===== src/rtl/trojan_response_checker_golden_mem.sv =====
// golden_mem: DEPTH x 1 golden truth table, synchronous write, combinational read.
module golden_mem #(
    parameter int N_IN = 5
) (
    input  logic            CK,
    input  logic            we,
    input  logic [N_IN-1:0] waddr,
    input  logic            wdata,
    input  logic [N_IN-1:0] raddr,
    output logic            rdata
);
    logic [2**N_IN-1:0] mem;

    always_ff @(posedge CK)
        if (we) mem[waddr] <= wdata;

    assign rdata = mem[raddr];
endmodule


===== config.mk =====
export PLATFORM = sky130hd
export DESIGN_NAME = golden_mem
export DESIGN_NICKNAME = d
export VERILOG_FILES = /design/src/rtl/trojan_response_checker_golden_mem.sv
export SDC_FILE = /design/constraint.sdc
export NUM_CORES = 1
export LEC_CHECK = 0
export CAP_MARGIN = 30
export CORE_MARGIN = 3
export CORE_UTILIZATION = 55
export CTS_BUF_LIST = sky130_fd_sc_hd__clkbuf_16
export DETAILED_ROUTE_END_ITERATION = 6
export PLACE_DENSITY = 0.84
export RECOVER_POWER = 25
export SETUP_SLACK_MARGIN = 0.02
export SLEW_MARGIN = 5
export SYNTH_ARGS = -nofsm -noshare
export SYNTH_HDL_FRONTEND = slang
export SYNTH_SLANG_ARGS = --single-unit

===== constraint.sdc =====
create_clock -name CK -period 1.3 [get_ports CK]
set_input_delay 0.13 -clock CK [delete_from_list [all_inputs] [get_ports CK]]
set_output_delay 0.13 -clock CK [all_outputs]
set_load 0.01 [all_outputs]

==> results of run 1 <==
## worst paths after layout
| path | start | end | slack, ns | depth (start not counted) |
|---|---|---|---|---|
| max | mem[23] | rdata | -0.36 | 6 |
| min | waddr[0] | mem[11] | 0.75 | 4 |
## cell usage after synthesis
cell type   n  area, um^2
a311o_1     1        10.0
nand3_1     4        20.0
nor2b_1     1        6.26
a211oi_1    1        7.51
nand4b_1    1        8.76
clkbuf_1    1        3.75
a22oi_1     4        30.0
buf_6       1        11.3
and2b_1     1        7.51
a21oi_1     3        15.0
buf_12      1        20.0
nand2b_1    1        6.26
or3b_2      3        26.3
and2_1      1        6.26
nand2_1     7        26.3
mux2i_1    16         160
edfxtp_1   32         961
or3_1       1        6.26
nor2_1     34         128
nand3b_1    5        37.5
## stage by stage
stage | utilization, % | setup TNS (ns)
CTS | 77.4 | -0.355
detailed placement | 69.3 | -8.02
global route | 77.7 | -0.449
global placement | 69.3 | -7.06
finish | 77.7 | -0.360
floorplan | - | 0
## report_power, final
group | switching, mW | internal (mW) | total [mW]
registers | 0.00302 | 1.15 | 1.15
logic | 0.112 | 0.125 | 0.237
clock network | 0.421 | 0.700 | 1.12
## timing repair
item / in CTS / in global routing
setup buffers: 3 / 0
endpoints found under the setup margin: 15 / 2
pin swaps: 4 / 4
resized for setup: 14 / 3
gates cloned: 1 / 0
endpoints found under the hold margin: 0 / 0
## routing by layer
| layer | track usage, % | vias to the layer above |
|---|---|---|
| met5 | 0 | - |
| met4 | 6.95 | 0 |
| met3 | 10.2 | 3 |
| met2 | 31.3 | 35 |
| met1 | 24.5 | 500 |
| li1 | - | 511 |
## cell type report
class	count	area [um^2]	area share (%)
multi-input cells	84	523	26.7
well taps	30	37.5	1.92
repair buffers	31	294	15.0
clock buffers	5	125	6.39
flip-flops and latches	32	961	49.0
clock inverters	3	18.8	0.958
## logic make-up after synthesis
| kind of cell | Yosys count | share of synthesized area (%) |
|---|---|---|
| AND/OR/NAND/NOR | 59 | 18.6 |
| buffers and inverters | 3 | 2.34 |
| flip-flops | 32 | 64.2 |
| AO/OA/AOI/OAI | 9 | 4.18 |
| multiplexers | 16 | 10.7 |
## worst max-delay path, stage by stage, from the launching register on
cell and delay (ns):
edfxtp_1 0.35, mux2i_1 0.17, a22oi_1 0.09, nand4b_1 0.11
a21oi_1 0.05, a311o_1 0.33, buf_2 0.14
==> flow_metrics.py, run 1 <==
metrics = {
    "floorplanning": {
        "design.portCount": 14,
        "coreArea_um2": 2520,
        "die_y_um": 58.2,
        "die-area_um2": 3390,
        "fp.dieW_um": 58.2,
        "initial_core_util_pct": 59.4,
        "core.rowCount": 18,
    },
    "synth": {
        "seq_area_frac_synth_pct": 64.2,
        "yosys_warnings": 0,
        "synth-seq-cells": 32,
        "syn_inst": 119,
        "syn_nets": 132,
        "syn-cell-area_um2": 1500,
        "synth_cell_types": 20,
        "avgSynthCellArea_um2": 12.6,
    },
    "detailed_routing": {
        "top_layer": "met4",
        "wl_met1_mm": 1.24,
        "drc_errors": 0,
        "route.met2.wl_mm": 1.42,
        "route.met3.wl_um": 224,
        "wl_per_cell_um": 15.8,
        "first_iter_violations": 47,
        "wl_mm": 2.93,
        "drt-pass1-iter-count": 4,
        "num_vias": 1049,
        "drtAntennaViolNets": 0,
        "routed_via_density": 5.67,
    },
    "setup_path": {
        "worstPathMaxFanout": 1,
        "endpoint_kind": "output port",
        "required_ns": 1.17,
        "crit_path_start_kind": "flop",
        "arrival_ns": 1.53,
        "critPathKind": "flop to output port",
    },
    "clock_tree": {
        "cts_hold_buf": 0,
        "ctsRootBufferMaster": "clkbuf_16",
        "clk_pin_slew_ns": 0.05,
        "clock_path_buffers": 2,
        "htree_num_levels": 2,
        "cts_tree": "built",
        "cts_sinks": 32,
        "cts_made_buffers": 5,
    },
    "global_route": {
        "grt_pass1_vias": 1016,
        "grt_start_max_net_pins": 33,
        "grt_usage_pct": 20.2,
        "grt_overflow_total": 0,
        "antenna_found_initial": 0,
        "grt_pass1_wl_mm": 4.70,
    },
    "status": {
        "status": "complete, but fails checks",
        "violations": "setup timing",
    },
    "placement": {
        "dpl_worst_slack_ns": -0.919,
        "gp_congestion": 0.949,
        "dp_cells": 173,
        "io_buffers": 13,
        "hpwlAfterDp_mm": 1.92,
        "place_area_um2": 1750,
    },
    "sta": {
        "hold_violations": 0,
        "period_needed_ns": 1.66,
        "hold_slack_ns": 0.746,
        "setup_viol": 1,
        "fin_ws_ns": -0.360,
        "max_slew_margin_pct": 67.8,
        "fin_crit_sh_pct": 128,
        "max_freq_mhz": 602,
        "slew_violations": 0,
        "worst-slew-pin-transition_ns": 0.482,
        "rsz0062_at_grt": "true",
    },
    "flow_run": {
        "cap_viol_max_count": 0,
    },
    "finish": {
        "nets": 167,
        "drive_gt1_share_pct": 22.6,
        "mostFrequentLayoutCell": "nor2_1",
        "design_area_um2": 1960,
        "stdcell_count": 185,
        "top_regs": "mem x32",
        "top_register": "mem",
        "final_cell_mix": "nor2_1 (33), edfxtp_1 (32), mux2i_1 (15), buf_4 (15), clkdlybuf4s50_1 (8)",
        "largest_register_ffs": 32,
        "antenna_cells": 0,
        "area_growth_pct": 30.8,
        "fillers": 162,
    },
    "power_and_ir_drop": {
        "p_per_area_nw_per_um2": 1280,
        "p_total_mw": 2.51,
        "leakage_nw": 0.707,
        "ir_drop_mv": 1.71,
    },
    "min_path": {
        "hold_class": "input pin to flop",
    },
}
No activity file was read; power rests on OpenSTA's default activity.
==> run 2, diff against run 1 <==
--- a/config.mk
+++ b/config.mk
@@ -10,6 +10,7 @@
 export CORE_UTILIZATION = 55
 export CTS_BUF_LIST = sky130_fd_sc_hd__clkbuf_16
 export DETAILED_ROUTE_END_ITERATION = 6
+export GPL_ROUTABILITY_DRIVEN = 0
 export PLACE_DENSITY = 0.84
 export RECOVER_POWER = 25
 export SETUP_SLACK_MARGIN = 0.02
==> flow_metrics.py, run 2 (synthesis results as in run 1) <==
metrics = {
    "sta": {
        "period_needed_ns": 1.67,
        "max_freq_mhz": 598,
        "tns_ns": -0.373,
        "rsz0062_at_grt": "true",
        "fin_crit_sh_pct": 129,
        "worst-slew-pin-transition_ns": 0.505,
        "fin_ws_ns": -0.373,
        "hold_violations": 0,
        "max_slew_margin_pct": 66.3,
        "setup_viol": 1,
        "slew_violations": 0,
    },
    "clock_tree": {
        "cts_sinks": 32,
        "ctsRootBufferMaster": "clkbuf_16",
        "clock_path_buffers": 2,
        "htree_num_levels": 2,
        "cts_hold_buf": 0,
        "cts_made_buffers": 5,
        "cts_tree": "built",
        "clk_pin_slew_ns": 0.05,
    },
    "power_and_ir_drop": {
        "pwr-share-seq_pct": 47.8,
        "p_int_mw": 1.95,
        "p_per_area_nw_per_um2": 1220,
        "p_sw_mw": 0.467,
        "clockPowerShare_pct": 42.0,
        "p_comb_share_pct": 10.3,
        "leakage_nw": 0.723,
        "swShare_pct": 19.3,
        "ir_drop_mv": 1.30,
    },
    "detailed_routing": {
        "num_vias": 1060,
        "drtAntennaViolNets": 0,
        "routed_via_density": 5.86,
        "wl_per_cell_um": 17.6,
        "drc_errors": 0,
        "wl_mm": 3.18,
        "drt-pass1-iter-count": 4,
        "first_iter_violations": 62,
    },
    "global_route": {
        "antenna_found_initial": 0,
        "grt_usage_pct": 21.4,
        "grt_pass1_vias": 1128,
        "grt_overflow_total": 0,
        "grt_pass1_wl_mm": 5.01,
        "grt_start_max_net_pins": 33,
    },
    "finish": {
        "design_area_um2": 1970,
        "antenna_cells": 0,
        "final_cell_mix": "edfxtp_1 (32), nor2_1 (29), mux2i_1 (13), buf_4 (13), nand2_1 (7)",
        "utilization_pct": 78.3,
        "largest_register_ffs": 32,
        "stdcell_count": 181,
        "top_regs": "mem x32",
        "nets": 166,
        "top_register": "mem",
        "mostFrequentLayoutCell": "edfxtp_1",
        "area_growth_pct": 31.8,
        "drive_gt1_share_pct": 26.5,
    },
    "floorplanning": {
        "coreArea_um2": 2520,
        "design.portCount": 14,
        "core.rowCount": 18,
        "die_y_um": 58.2,
        "fp.dieW_um": 58.2,
        "die-area_um2": 3390,
        "initial_core_util_pct": 59.4,
    },
    "setup_path": {
        "worstPathMaxFanout": 1,
        "worstPathCellList": "mux2i_1 > nand2_1 > nand4b_1 > a21oi_2 > a311o_1 > buf_2",
        "arrival_ns": 1.54,
        "cp_num_cells": 6,
        "slowest_stage": "edfxtp_1",
        "critPathTopFamily": "compound AO/OA/AOI/OAI gates",
        "crit_path_start_kind": "flop",
        "critPathKind": "flop to output port",
        "endpoint_kind": "output port",
        "crit_start": "mem[18]",
        "required_ns": 1.17,
        "cpPeakStageDelay_ns": 0.35,
        "path_buf_inv": 1,
        "endpoint": "rdata",
    },
    "min_path": {
        "hold_class": "input pin to flop",
    },
    "flow_run": {
        "cap_viol_max_count": 0,
    },
    "status": {
        "violations": "setup timing",
        "status": "complete, but fails checks",
    },
    "placement": {
        "dp_cells": 173,
        "place_area_um2": 1750,
        "hpwlAfterDp_mm": 2.02,
        "dpl_worst_slack_ns": -0.945,
        "io_buffers": 13,
    },
}
[run 2: final cells by class]
class / count / area (um^2)
well taps: 30 / 37.5
fillers: 157 / 548
clock buffers: 5 / 125
repair buffers: 30 / 303
multi-input cells: 84 / 548
flip-flops and latches: 32 / 961
[run 2: worst min path at each step]
stage,startpoint,endpoint,slack [ns],cells past startpoint
after floorplan,wdata,mem[0],0.23,0
after global placement,wdata,mem[24],0.95,2
after detailed placement,wdata,mem[25],0.95,2
after CTS,waddr[3],mem[4],0.53,3
after global routing,waddr[2],mem[3],0.47,3
final,waddr[2],mem[0],0.44,3
[run 2: repair_timing]
item,in CTS,in global routing
buffers inserted,2,0
endpoints found under the setup margin,18,8
cloned,1,0
gates resized for setup,23,5
pin swaps,0,2
[run 2: power groups by stage]
stage	Clock [mW]	Combinational, mW	Sequential [mW]
6_report	1.01	0.248	1.16
3_5_place_dp	0	0.216	1.17
2_1_floorplan	0	0.0997	1.17
5_1_grt	1.07	0.267	1.15
4_1_cts	1.03	0.246	1.15
3_3_place_gp	0	0.208	1.17
[run 2: metrics by stage]
stage | hold WS (ns) | power (mW)
final | 0.437 | 2.42
after global routing | 0.471 | 2.49
after global placement | 0.947 | 1.38
after detailed placement | 0.951 | 1.39
after floorplan | 0.229 | 1.27
after CTS | 0.530 | 2.43
[run 2: layer usage]
layer / vias to the layer above / track usage, % / wire length [um]
met5: - / 0 / 0
met4: 0 / 9.27 / 72
met3: 10 / 9.80 / 260
met2: 51 / 37.6 / 1640
met1: 499 / 21.7 / 1210
li1: 500 / - / -
==> run 3, diff against run 2 <==
--- a/config.mk
+++ b/config.mk
@@ -5,13 +5,16 @@
 export SDC_FILE = /design/constraint.sdc
 export NUM_CORES = 1
 export LEC_CHECK = 0
+export ABC_AREA = 1
+export ABC_CLOCK_PERIOD_IN_PS = 1300
 export CAP_MARGIN = 30
 export CORE_MARGIN = 3
-export CORE_UTILIZATION = 55
+export CORE_UTILIZATION = 56
 export CTS_BUF_LIST = sky130_fd_sc_hd__clkbuf_16
 export DETAILED_ROUTE_END_ITERATION = 6
 export GPL_ROUTABILITY_DRIVEN = 0
-export PLACE_DENSITY = 0.84
+export MAX_ROUTING_LAYER = met4
+export PLACE_DENSITY = 0.85
 export RECOVER_POWER = 25
 export SETUP_SLACK_MARGIN = 0.02
 export SLEW_MARGIN = 5
==> flow_metrics.py, run 3 <==
metrics = {
    "finish": {
        "antenna_cells": 0,
        "drive_gt1_share_pct": 13.5,
        "nets": 197,
        "design_area_um2": 1900,
        "largest_register_ffs": 32,
        "area_growth_pct": 23.8,
        "top_register": "mem",
        "mostFrequentLayoutCell": "nand2_1",
        "final_cell_mix": "nand2_1 (39), nand3_1 (36), nor2_1 (32), edfxtp_1 (32), clkdlybuf4s50_1 (9)",
        "top_regs": "mem x32",
        "stdcell_count": 215,
    },
    "detailed_routing": {
        "routed_via_density": 5.68,
        "drt-pass1-iter-count": 4,
        "drtAntennaViolNets": 0,
        "first_iter_violations": 67,
        "wl_per_cell_um": 14.9,
        "wl_mm": 3.21,
        "num_vias": 1222,
        "drc_errors": 0,
    },
    "placement": {
        "dp_cells": 206,
        "dpl_worst_slack_ns": -0.772,
        "io_buffers": 13,
        "place_area_um2": 1730,
        "hpwlAfterDp_mm": 2.24,
    },
    "synth": {
        "synth-seq-cells": 32,
        "yosys_warnings": 0,
        "synth_compound_area_share_pct": 0,
        "synth_commonest_cells": "nand2_1 (39), nand3_1 (36), edfxtp_1 (32), nor2_1 (32), inv_1 (8)",
        "synth_fa_ha_area_share_pct": 0,
        "synthMuxAreaShare_pct": 0,
        "syn-cell-area_um2": 1540,
        "syn_nets": 172,
        "synthFlopType": "edfxtp_1",
        "seq_area_frac_synth_pct": 62.6,
        "synthSimpleGateAreaFrac_pct": 31.5,
        "synth_top_area_share_pct": 62.6,
        "syn_inst": 159,
        "synthArstFlopShare_pct": 0,
        "synth_xor_xnor_area_share_pct": 0,
        "ys_top_cells_by_area": "edfxtp_1 (63%), nand3_1 (12%), nand2_1 (9.5%)",
        "synth_most_common_cell": "nand2_1",
        "synth_top_family_by_area": "simple AND/OR/NAND/NOR gates",
        "yosys.area.top_type": "edfxtp_1",
        "avgSynthCellArea_um2": 9.66,
        "synth_edf_count": 32,
        "synth_cell_types": 11,
    },
    "sta": {
        "rsz0062_at_grt": "true",
        "worst-slew-pin-transition_ns": 0.493,
        "max_slew_margin_pct": 67.1,
        "slew_violations": 0,
        "fin_crit_sh_pct": 111,
        "hold_violations": 0,
        "period_needed_ns": 1.45,
        "fin_ws_ns": -0.147,
        "max_freq_mhz": 691,
        "setup_viol": 1,
    },
    "global_route": {
        "antenna_found_initial": 0,
        "grt_usage_pct": 22.5,
        "grt_start_max_net_pins": 33,
        "grt_pass1_wl_mm": 5.34,
        "grt_overflow_total": 0,
        "grt_pass1_vias": 1168,
    },
    "floorplanning": {
        "coreArea_um2": 2540,
        "die_y_um": 58.4,
        "die-area_um2": 3410,
        "fp.dieW_um": 58.4,
        "core.rowCount": 18,
        "design.portCount": 14,
        "initial_core_util_pct": 60.3,
    },
    "setup_path": {
        "arrival_ns": 1.32,
        "endpoint_kind": "output port",
        "worstPathMaxFanout": 1,
        "crit_path_start_kind": "flop",
        "required_ns": 1.17,
        "critPathKind": "flop to output port",
    },
    "status": {
        "violations": "setup timing",
        "status": "complete, but fails checks",
    },
    "clock_tree": {
        "cts_tree": "built",
        "clk_pin_slew_ns": 0.05,
        "ctsRootBufferMaster": "clkbuf_16",
        "cts_made_buffers": 5,
        "postCtsSetupBuffers": 0,
        "clock_path_buffers": 2,
        "cts_hold_buf": 0,
        "cts_sinks": 32,
        "htree_num_levels": 2,
    },
    "power_and_ir_drop": {
        "p_per_area_nw_per_um2": 1290,
        "leakage_nw": 0.738,
        "ir_drop_mv": 1.32,
    },
    "min_path": {
        "hold_class": "input pin to flop",
        "holdPathStages": 3,
        "hp-start": "waddr[2]",
        "hold_end": "mem[6]",
    },
    "flow_run": {
        "cap_viol_max_count": 0,
    },
}
run 3: changes by cell type after synthesis, moves of 2 or more:
cell	change
a21oi_1	-3
a22oi_1	-4
inv_1	+8
mux2i_1	-16
nand2_1	+32
nand2_2	+6
nand3_1	+32
nand3b_1	-5
nor2_1	-2
or3b_2	-3
run 3: metal layers:
metal / wire, um / up-vias / track usage (%)
met2: 1530 / 54 / 35.1
li1: - / 583 / -
met1: 1390 / 572 / 26.3
met5: 0 / - / -
met3: 205 / 13 / 6.36
met4: 90 / 0 / 12.3
run 3: worst max-delay path by stage:
stage | start | end | slack, ns | depth (start not counted)
floorplan | raddr[0] | rdata | 0.31 | 11
global placement | raddr[0] | rdata | -0.69 | 12
detailed placement | raddr[0] | rdata | -0.77 | 12
CTS | mem[5] | rdata | -0.16 | 9
global route | mem[15] | rdata | -0.25 | 9
finish | mem[4] | rdata | -0.15 | 9
run 3: kinds of logic (layout without fill, tap and decap cells):
logic type | count (synthesis) | count (layout)
DFF | 32 | 32
buffers and inverters | 14 | 40
and+or+nand+nor | 113 | 113
run 3: repair_timing:
action                                  4_1_cts  5_1_grt
cloned                                        1        0
gates resized for setup                       9        0
pin swaps                                     3        9
endpoints found under the setup margin        1        1
run 3: per-stage QoR:
stage	setup TNS (ns)	util, %	power [mW]	hold slack [ns]
floorplan	0	-	1.29	0.229
global placement	-1.20	67.9	1.38	0.942
detailed placement	-2.75	67.9	1.39	0.962
CTS	-0.160	74.8	2.47	0.678
global route	-0.251	74.7	2.54	0.774
finish	-0.147	74.7	2.45	0.733
run 3: report_power, final:
| part | total, mW | internal [mW] | switching (mW) | leakage (nW) |
|---|---|---|---|---|
| Sequential | 1.16 | 1.15 | 0.00443 | 0.288 |
| Clock | 1.07 | 0.692 | 0.377 | 0.0710 |
| Combinational | 0.226 | 0.0985 | 0.128 | 0.378 |
run 3: cell type report:
type                            count  area [um^2]
Inverter                           10         50.0
Tap cell                           30         37.5
Clock buffer                        5          125
Multi-Input combinational cell    113          484
Fill cell                         173          644
Timing Repair Buffer               22          229
Clock inverter                      3         13.8
Sequential cell                    32          961
run 3: critical path, cell delays in order, from the launching register on:
cell      delay, ns
edfxtp_1       0.40
nand2_1        0.10
nand3_1        0.07
nand3_1        0.08
nand2_1        0.05
nand2_1        0.05
nand2_1        0.05
nand2_1        0.06
nand2_1        0.05
buf_2          0.13
